$ cat config.mk
export PLATFORM = sky130hd
export DESIGN_NAME = tlk2711_rd_cmd_gen
export DESIGN_NICKNAME = d
export VERILOG_FILES = /design/src/rtl/tlk2711_pkg.sv /design/src/rtl/tlk2711_credit_cnt.sv /design/src/rtl/tlk2711_rd_cmd_gen.sv
export SDC_FILE = /design/constraint.sdc
export NUM_CORES = 1
export LEC_CHECK = 0
export CORE_MARGIN = 5
export CORE_UTILIZATION = 48
export DETAILED_ROUTE_END_ITERATION = 16
export PLACE_DENSITY = 0.76
export REMOVE_ABC_BUFFERS = 1
export SLEW_MARGIN = 20
export SYNTH_ARGS = -nofsm -noshare
export SYNTH_HDL_FRONTEND = slang
export SYNTH_SLANG_ARGS = --single-unit
export TNS_END_PERCENT = 20
$ cat constraint.sdc
create_clock -name clk -period 5 [get_ports clk]
set_clock_uncertainty 0.2 [all_clocks]
set_input_delay 1.5 -clock clk [delete_from_list [all_inputs] [get_ports clk]]
set_output_delay 1.5 -clock clk [all_outputs]
set_load 0.05 [all_outputs]
$ cat src/rtl/tlk2711_pkg.sv
// tlk2711_pkg: shared types, command-field widths and helpers for the TLK2711 DMA read path
package tlk2711_pkg;
    localparam int ADDR_WIDTH = 32;
    localparam int DLEN_WIDTH = 16;
    localparam int TLEN_WIDTH = 32;
    typedef enum logic [1:0] {IDLE, ISSUE, DRAIN} state_t;
    function automatic logic [TLEN_WIDTH-1:0] min_len(input logic [TLEN_WIDTH-1:0] pkt,
                                                      input logic [TLEN_WIDTH-1:0] remaining);
        return (pkt < remaining) ? pkt : remaining;
    endfunction
endpackage

$ cat src/rtl/tlk2711_credit_cnt.sv
// tlk2711_credit_cnt: outstanding-command counter with saturation and underflow detect
// Ports: inc (command accepted), dec (command retired); full/empty describe the count
// after this cycle's update, err flags a retire with nothing outstanding (count holds at 0).
module tlk2711_credit_cnt #(
    parameter int MAX = 4,
    parameter int W   = $clog2(MAX + 1)
) (
    input  logic clk,
    input  logic rst,
    input  logic inc,
    input  logic dec,
    output logic full,
    output logic empty,
    output logic err
);
    logic [W-1:0] cnt_q, cnt_n;
    always_comb begin
        err   = dec && !inc && cnt_q == '0;
        cnt_n = err ? cnt_q : cnt_q + W'(inc) - W'(dec);
        full  = cnt_n == W'(MAX);
        empty = cnt_n == '0;
    end
    always_ff @(posedge clk) cnt_q <= rst ? '0 : cnt_n;
endmodule

$ cat src/rtl/tlk2711_rd_cmd_gen.sv
// tlk2711_rd_cmd_gen: splits one configured frame into credit-limited DMA read commands
// Ports: i_start/i_base_addr/i_total_len/i_pkt_len configure a frame; o_rd_cmd_data/o_rd_cmd_req/
// i_rd_cmd_ack issue {addr, len} commands; i_dma_rd_last retires one command; o_busy/o_done/o_err
// report frame status; o_cmd_cnt counts commands issued in the current or last frame.
module tlk2711_rd_cmd_gen
    import tlk2711_pkg::*;
#(
    parameter int ADDR_WIDTH = tlk2711_pkg::ADDR_WIDTH,
    parameter int DLEN_WIDTH = tlk2711_pkg::DLEN_WIDTH,
    parameter int TLEN_WIDTH = tlk2711_pkg::TLEN_WIDTH,
    parameter int MAX_OUTST  = 4
) (
    input  logic                             clk,
    input  logic                             rst,
    input  logic                             i_start,
    input  logic [ADDR_WIDTH-1:0]            i_base_addr,
    input  logic [TLEN_WIDTH-1:0]            i_total_len,
    input  logic [DLEN_WIDTH-1:0]            i_pkt_len,
    output logic [DLEN_WIDTH+ADDR_WIDTH-1:0] o_rd_cmd_data,
    output logic                             o_rd_cmd_req,
    input  logic                             i_rd_cmd_ack,
    input  logic                             i_dma_rd_last,
    output logic                             o_busy,
    output logic                             o_done,
    output logic                             o_err,
    output logic [15:0]                      o_cmd_cnt
);
    state_t                  state_q, state_n;
    logic [ADDR_WIDTH-1:0]   addr_q, addr_n;
    logic [TLEN_WIDTH-1:0]   rem_q, rem_n, len;
    logic [DLEN_WIDTH-1:0]   pkt_q, pkt_n;
    logic [15:0]             cnt_q, cnt_n;
    logic                    busy_q, busy_n, done_q, done_n, err_q, err_n, req_q, req_n;
    logic                    acc, full, empty, unf, illegal;

    tlk2711_credit_cnt #(.MAX(MAX_OUTST)) u_credit (
        .clk  (clk),
        .rst  (rst),
        .inc  (acc),
        .dec  (i_dma_rd_last),
        .full (full),
        .empty(empty),
        .err  (unf)
    );

    // address and remaining only move on acceptance, so the command word is stable while waiting for ack
    assign len           = min_len(TLEN_WIDTH'(pkt_q), rem_q);
    assign o_rd_cmd_data = {addr_q, len[DLEN_WIDTH-1:0]};
    assign acc           = req_q && i_rd_cmd_ack;
    assign illegal       = i_total_len == '0 || i_pkt_len == '0 || i_base_addr[2:0] != 3'd0;

    always_comb begin
        state_n = state_q;
        addr_n  = addr_q;
        rem_n   = rem_q;
        pkt_n   = pkt_q;
        cnt_n   = cnt_q;
        busy_n  = busy_q;
        done_n  = 1'b0;
        err_n   = unf;
        case (state_q)
            IDLE: if (i_start) begin
                addr_n  = i_base_addr;
                rem_n   = i_total_len;
                pkt_n   = i_pkt_len;
                err_n   = err_n || illegal;
                state_n = illegal ? IDLE : ISSUE;
                busy_n  = !illegal;
                cnt_n   = illegal ? cnt_q : 16'd0;
            end
            ISSUE: if (acc) begin
                addr_n  = addr_q + ADDR_WIDTH'(len[DLEN_WIDTH-1:0]);
                rem_n   = rem_q - len;
                cnt_n   = cnt_q + 16'd1;
                state_n = rem_n == '0 ? DRAIN : ISSUE;
            end
            DRAIN: if (empty) begin
                state_n = IDLE;
                busy_n  = 1'b0;
                done_n  = 1'b1;
            end
            default: state_n = IDLE;
        endcase
        // full/empty already include this cycle's accept and retire
        req_n = state_n == ISSUE && rem_n != '0 && !full;
    end

    always_ff @(posedge clk) begin
        if (rst) begin
            state_q <= IDLE;
            addr_q  <= '0;
            rem_q   <= '0;
            pkt_q   <= '0;
            cnt_q   <= '0;
            busy_q  <= 1'b0;
            done_q  <= 1'b0;
            err_q   <= 1'b0;
            req_q   <= 1'b0;
        end else begin
            state_q <= state_n;
            addr_q  <= addr_n;
            rem_q   <= rem_n;
            pkt_q   <= pkt_n;
            cnt_q   <= cnt_n;
            busy_q  <= busy_n;
            done_q  <= done_n;
            err_q   <= err_n;
            req_q   <= req_n;
        end
    end

    assign o_rd_cmd_req = req_q;
    assign o_busy       = busy_q;
    assign o_done       = done_q;
    assign o_err        = err_q;
    assign o_cmd_cnt    = cnt_q;
endmodule
# Word-level counts from Yosys, hierarchy flattened
# Index checks and enable logic that the tools add are counted.
[word_totals]
ff_bits = 105
latchBits = 0
mem_bits_rw = 0
rom_bits = 0
in_bits = 85
out_inout_bits = 68
elab_cells = 75
memories = 0
[op_classes]
addsub = 5
multipliers = 0
n_div = 0
n_lt_le_gt_ge = 1
eq_ne = 8
shift = 0
n_mux = 24
bitwise = 1
n_reduce_logical = 26
[ops]
columns = ["operator", "count"]
rows = [
  ["32-bit two-way mux", 5],
  ["32-bit case mux with 2 select lines", 2],
  ["32-bit zero test", 2],
  ["16-bit two-way mux", 3],
  ["32-bit by 16-bit adder with 32-bit output", 1],
  ["16-bit by 32-bit < comparator with 1-bit output", 1],
  ["16-bit case mux with 2 select lines", 1],
  ["32-bit nonzero test", 1],
  ["32-bit subtractor", 1],
  ["16-bit by 1-bit adder with 16-bit output, second input constant", 1],
  ["16-bit zero test", 1],
  ["2-bit two-way mux", 4],
  ["3-bit zero test", 2],
  ["1-bit two-way mux", 6],
  ["2-bit != test, second input constant", 3],
  ["2-bit case mux with 3 select lines", 1],
  ["3-bit AND reduction", 2],
  ["1-bit logical AND", 5],
  ["2-bit by 1-bit == test with 1-bit output, second input constant", 2],
  ["4-bit AND reduction", 1],
  ["2-bit nonzero test", 2],
  ["3-bit by 1-bit adder with 3-bit output", 1],
  ["3-bit == test, second input constant", 1],
  ["1-bit zero test", 3],
  ["11 further kinds", 13],
]

# Logic depth before layout (Yosys ltp)
[logic_depth]
depth_word = 11
ltp_mapped = 23
ltp_nobuf = 22

# By module
# From an unflattened synthesis, not the netlist that was laid out.
[hier_totals]
hier_cells = 1013
hier_area_um2 = 7828.8
[modules_own_cells]
columns = ["mod", "instances", "cells_per_inst", "area_each_um2", "seq_area_each_um2"]
rows = [
  ["tlk2711_rd_cmd_gen", 1, 992, 7599.8, 2042.0],
  ["tlk2711_credit_cnt", 1, 21, 229.0, 60.1],
]

# Least setup slack after synthesis
# Ideal clock, no wire load.
[synth_timing]
path_kind = "register to register"
startpoint = "reg rem_q[1]"
endpoint = "reg req_q (netlist: o_rd_cmd_req)"
setup_ns = 0.127
arrival_ns = 5.112
t_required_ns = 4.673
slack_ns = -0.439
stages_incl_launch_ff = 23
path_buffers = 2
period_less_slack_ns = 5.439
path_cell_list = "dfxtp_1 -> inv_1 -> ha_1 -> a21o_1 -> a21o_1 -> a21oi_1 -> o21a_1 -> o21ai_0 -> a211oi_1 -> nor4b_1 -> clkbuf_1 -> mux2i_1 -> ha_1 -> clkbuf_1 -> a21o_2 -> a2111oi_4 -> inv_1 -> a211oi_2 -> mux2i_1 -> o21ai_0 -> or4_1 -> nor4_1 -> a21oi_1"
[synth_via]
elab_chain_len = 10
elab_cells_between_ends = 14
cone_classes = "add/sub (1); order compare (1); eq/ne (1); mux (7); reduce/logical (4)"
[synth_rtl]
columns = ["item", "line", "rtl"]
rows = [
  ["from (decl)", "tlk2711_rd_cmd_gen.sv:30", "logic [TLEN_WIDTH-1:0] rem_q, rem_n, len;"],
  ["from (signal assigned)", "tlk2711_rd_cmd_gen.sv:102", "rem_q <= rem_n;"],
  ["16-bit by 32-bit < comparator with 1-bit output", "tlk2711_pkg.sv:9", "return (pkt < remaining) ? pkt : remaining;"],
  ["32-bit two-way mux", "tlk2711_pkg.sv:9", ""],
  ["32-bit subtractor", "tlk2711_rd_cmd_gen.sv:73", "rem_n = rem_q - len;"],
  ["32-bit zero test", "tlk2711_rd_cmd_gen.sv:75", "state_n = rem_n == '0 ? DRAIN : ISSUE;"],
  ["2-bit two-way mux", "tlk2711_rd_cmd_gen.sv:75", ""],
  ["2-bit two-way mux", "tlk2711_rd_cmd_gen.sv:71", "ISSUE: if (acc) begin"],
  ["2-bit case mux with 3 select lines", "tlk2711_rd_cmd_gen.sv:61", "case (state_q)"],
  ["2-bit by 1-bit == test with 1-bit output", "tlk2711_rd_cmd_gen.sv:85", "req_n = state_n == ISSUE && rem_n != '0 && !full;"],
  ["1-bit logical AND (*) (2 in a row)", "tlk2711_rd_cmd_gen.sv:85", ""],
  ["to (signal assigned)", "tlk2711_rd_cmd_gen.sv:108", "req_q <= req_n;"],
  ["to (decl)", "tlk2711_rd_cmd_gen.sv:33", "logic busy_q, busy_n, done_q, done_n, err_q, err_n, req_q, req_n;"],
]
# Every way passes the cells marked *; elsewhere a longest branch is shown, timed or not.
# A chain may end at the register's enable or synchronous reset.

# Worst setup path after layout
[layout_timing]
startpoint = "reg rem_q[24]"
endpoint = "reg req_q (netlist: o_rd_cmd_req)"
# Same word-level chain as after synthesis.

==> reports/metrics.cfg <==
[routing]
met1_length_mm=13.03
wl_per_cell_um=19.84
dr_wl_met2_mm=13.92
totalWireLength_mm=31.10
num_vias=9496
route.met3.wl_mm=3.017
top_layer=met4
drt_iter0_drc=839
via_per_inst=6.060
ant_nets=0
drc=0
drt_pre_antenna_iters=5

[yosys]
ys_seq_area_share_pct=26.06
async_flop_share_pct=0
ys_seq_elements=105
synth_ff_type=dfxtp_1
synth.avg_cell_area_um2=7.755
synth-edff-count=0
syn-cell-area_um2=8065
ys_warn_count=0
synth_cells=1040
ys_types=88

[global_route]
antenna_found_initial=0
grt_usage_pct=30.63
grt_max_degree=35
grt_pass1_wl_mm=48.49
grt_pass1_vias=9023
grt-ovfl-total=0

[power_and_ir_drop]
power_mw=3.311
power_density_nw_per_um2=280.2
power.leakage_nw=4.885
max-vdd-ir-drop_uv=199.3

[worst_setup_path]
crit_arrival_ns=5.22
crit_fanout=14
worstPathRequired_ns=5.05
worstSetupPathType=register to register
endpoint_kind=register
start_kind=register

[timing]
finalCritPeriodShare_pct=103.4
tns_ns=-0.3096
setup-violations-final=3
slew_headroom_pct=60.73
worst_slack_ns=-0.1684
worst_pin_slew_ns=0.5837
hold_viol_final=0
fin_crit_ns=5.168
timing.fmax_mhz=193.5
grt_setup_unrepaired=true
slew_viol_final=0

[floorplanning]
fp.coreArea_um2=16520
initial_core_util_pct=48.81
fp.dieH_um=139.6
boundaryPins=153
die_width_um=139.6
rows=47
design.die.area_um2=19500

[cts]
clkTransAtPathRegs_ns=0.08
cts.sinks=105
cts_tree=built
htreeDepth=3
clk_latency_ns=0.37
clockBufferDepth=2
numCtsBuffers=9
root_buffer=clkbuf_16

[status]
failed_checks=setup timing
status=complete, but fails checks

[placement]
dpl_cell_area_um2=10950
dp_cells=1539
gp_congestion=1.105
port_buffers=152
dp_hpwl_mm=23.61

[job]
maxCapViolations=0

[cells_and_area]
diodes=0
finalNetCount=1481
final_area_um2=11810
drive_above_1_share_pct=25.98
fill_cells=1320
instances_no_fill=1567
mostFrequentLayoutCell=buf_4
most-common-layout-cells=buf_4 (210), clkdlybuf4s50_1 (135), nor2_1 (117)
area_growth_pct=46.48
final_core_util_pct=71.49

[min_path]
hold_path.class=register to register

[timing repair]
item / CTS / global route
hold buffers: 0 / 0
endpoints found under the setup margin: 22 / 23
pin swaps: 31 / 26
resized for setup: 57 / 50
buffers inserted: 5 / 8
[power breakdown]
group | switching (mW) | internal, mW | leakage (nW) | total, mW
Combinational | 0.896 | 0.718 | 3.87 | 1.61
Clock | 0.386 | 0.359 | 0.147 | 0.745
Sequential | 0.0537 | 0.898 | 0.865 | 0.951
[worst max-delay path, cell delays in order, from the launching register on]
cell and delay, ns:
dfxtp_1 0.32, nor4_1 0.55, nand3_1 0.38, nor4b_4 0.43
buf_4 0.18, buf_12 0.14, mux2i_1 0.21, ha_1 0.26
a21o_1 0.16, a211o_1 0.34, a22o_4 0.28, a211oi_4 0.26
mux2i_1 0.23, o21ai_1 0.10, or4_4 0.56, nor4_4 0.33
a21oi_1 0.10
[state kept, by name, indices dropped and copies added (netlist names)]
register,cells
addr_q,32
rem_q,32
o_cmd_cnt,16
pkt_q,16
u_credit.cnt_q,3
state_q,2
o_busy,1
o_done,1
o_err,1
o_rd_cmd_req,1
[layer usage]
layer	vias to the layer above	GRT usage, %
li1	4469	-
met1	4435	40.86
met2	512	47.94
met3	80	7.204
met4	0	12.29
met5	-	0
[kinds of logic after synthesis]
logic type	after synthesis	synth area share, %
simple gates	408	24.84
compound gates	305	26.17
buf+inv	91	4.902
flops	105	26.06
xor+xnor	39	4.235
mux	38	5.135
fa+ha+maj	54	8.657
[synthesized netlist by cell type (4+ instances only)]
master	n	area, um2
nor2_1	121	454.2
nand2_1	112	420.4
dfxtp_1	105	2102
a21oi_1	82	410.4
ha_1	51	638.1
o21ai_0	50	250.2
clkbuf_1	36	135.1
inv_1	34	127.6
a211oi_1	27	202.7
nor4_1	26	162.7
nand3_1	22	110.1
nor3_1	22	110.1
mux2i_1	20	200.2
xnor2_1	20	175.2
nand4_1	19	118.9
xor2_1	19	166.4
a21o_1	18	135.1
and3_1	17	106.4
mux2_2	17	191.4
a311oi_1	15	131.4
or3_1	14	87.58
o21a_1	13	97.59
a221oi_1	10	87.58
nor2b_1	10	62.56
a22oi_1	9	67.56
buf_2	8	40.04
nand2b_1	8	50.05
o21bai_1	8	60.06
a31oi_1	7	43.79
o211ai_1	7	52.55
a22o_1	6	52.55
buf_1	6	22.52
or2_2	5	31.28
a2111oi_0	4	35.03
a211o_1	4	35.03
and2_1	4	25.02
buf_6	4	45.04
o2111ai_1	4	35.03
[final timing paths]
check | startpoint | end | slack, ns | cells past startpoint
setup reg to reg | rem_q[24] | o_rd_cmd_req | -0.17 | 16
hold / removal | addr_q[2] | addr_q[2] | 0.29 | 2
hold reg to reg | addr_q[2] | addr_q[2] | 0.29 | 2
setup / recovery | rem_q[24] | o_rd_cmd_req | -0.17 | 16
[area by class of cell]
type,instances,area (um2),share of cell area [%]
inverters,35,131.4,1.112
multi-input cells,844,6037,51.10
flip-flops and latches,105,2110,17.86
well taps,220,275.3,2.330
clock inverters,7,82.58,0.6990
clock buffers,9,225.2,1.906
repair buffers,347,2953,24.99
[metrics by stage]
step           worst slack, ns  hold slack [ns]
4_1_cts               -0.06978           0.2939
5_1_grt                -0.3466           0.3262
3_5_place_dp           -0.3959           0.2825
6_report               -0.1684           0.2873
2_1_floorplan           -4.073           0.2357
3_3_place_gp           -0.1933           0.2646
No activity file was read; power rests on OpenSTA's default activity.
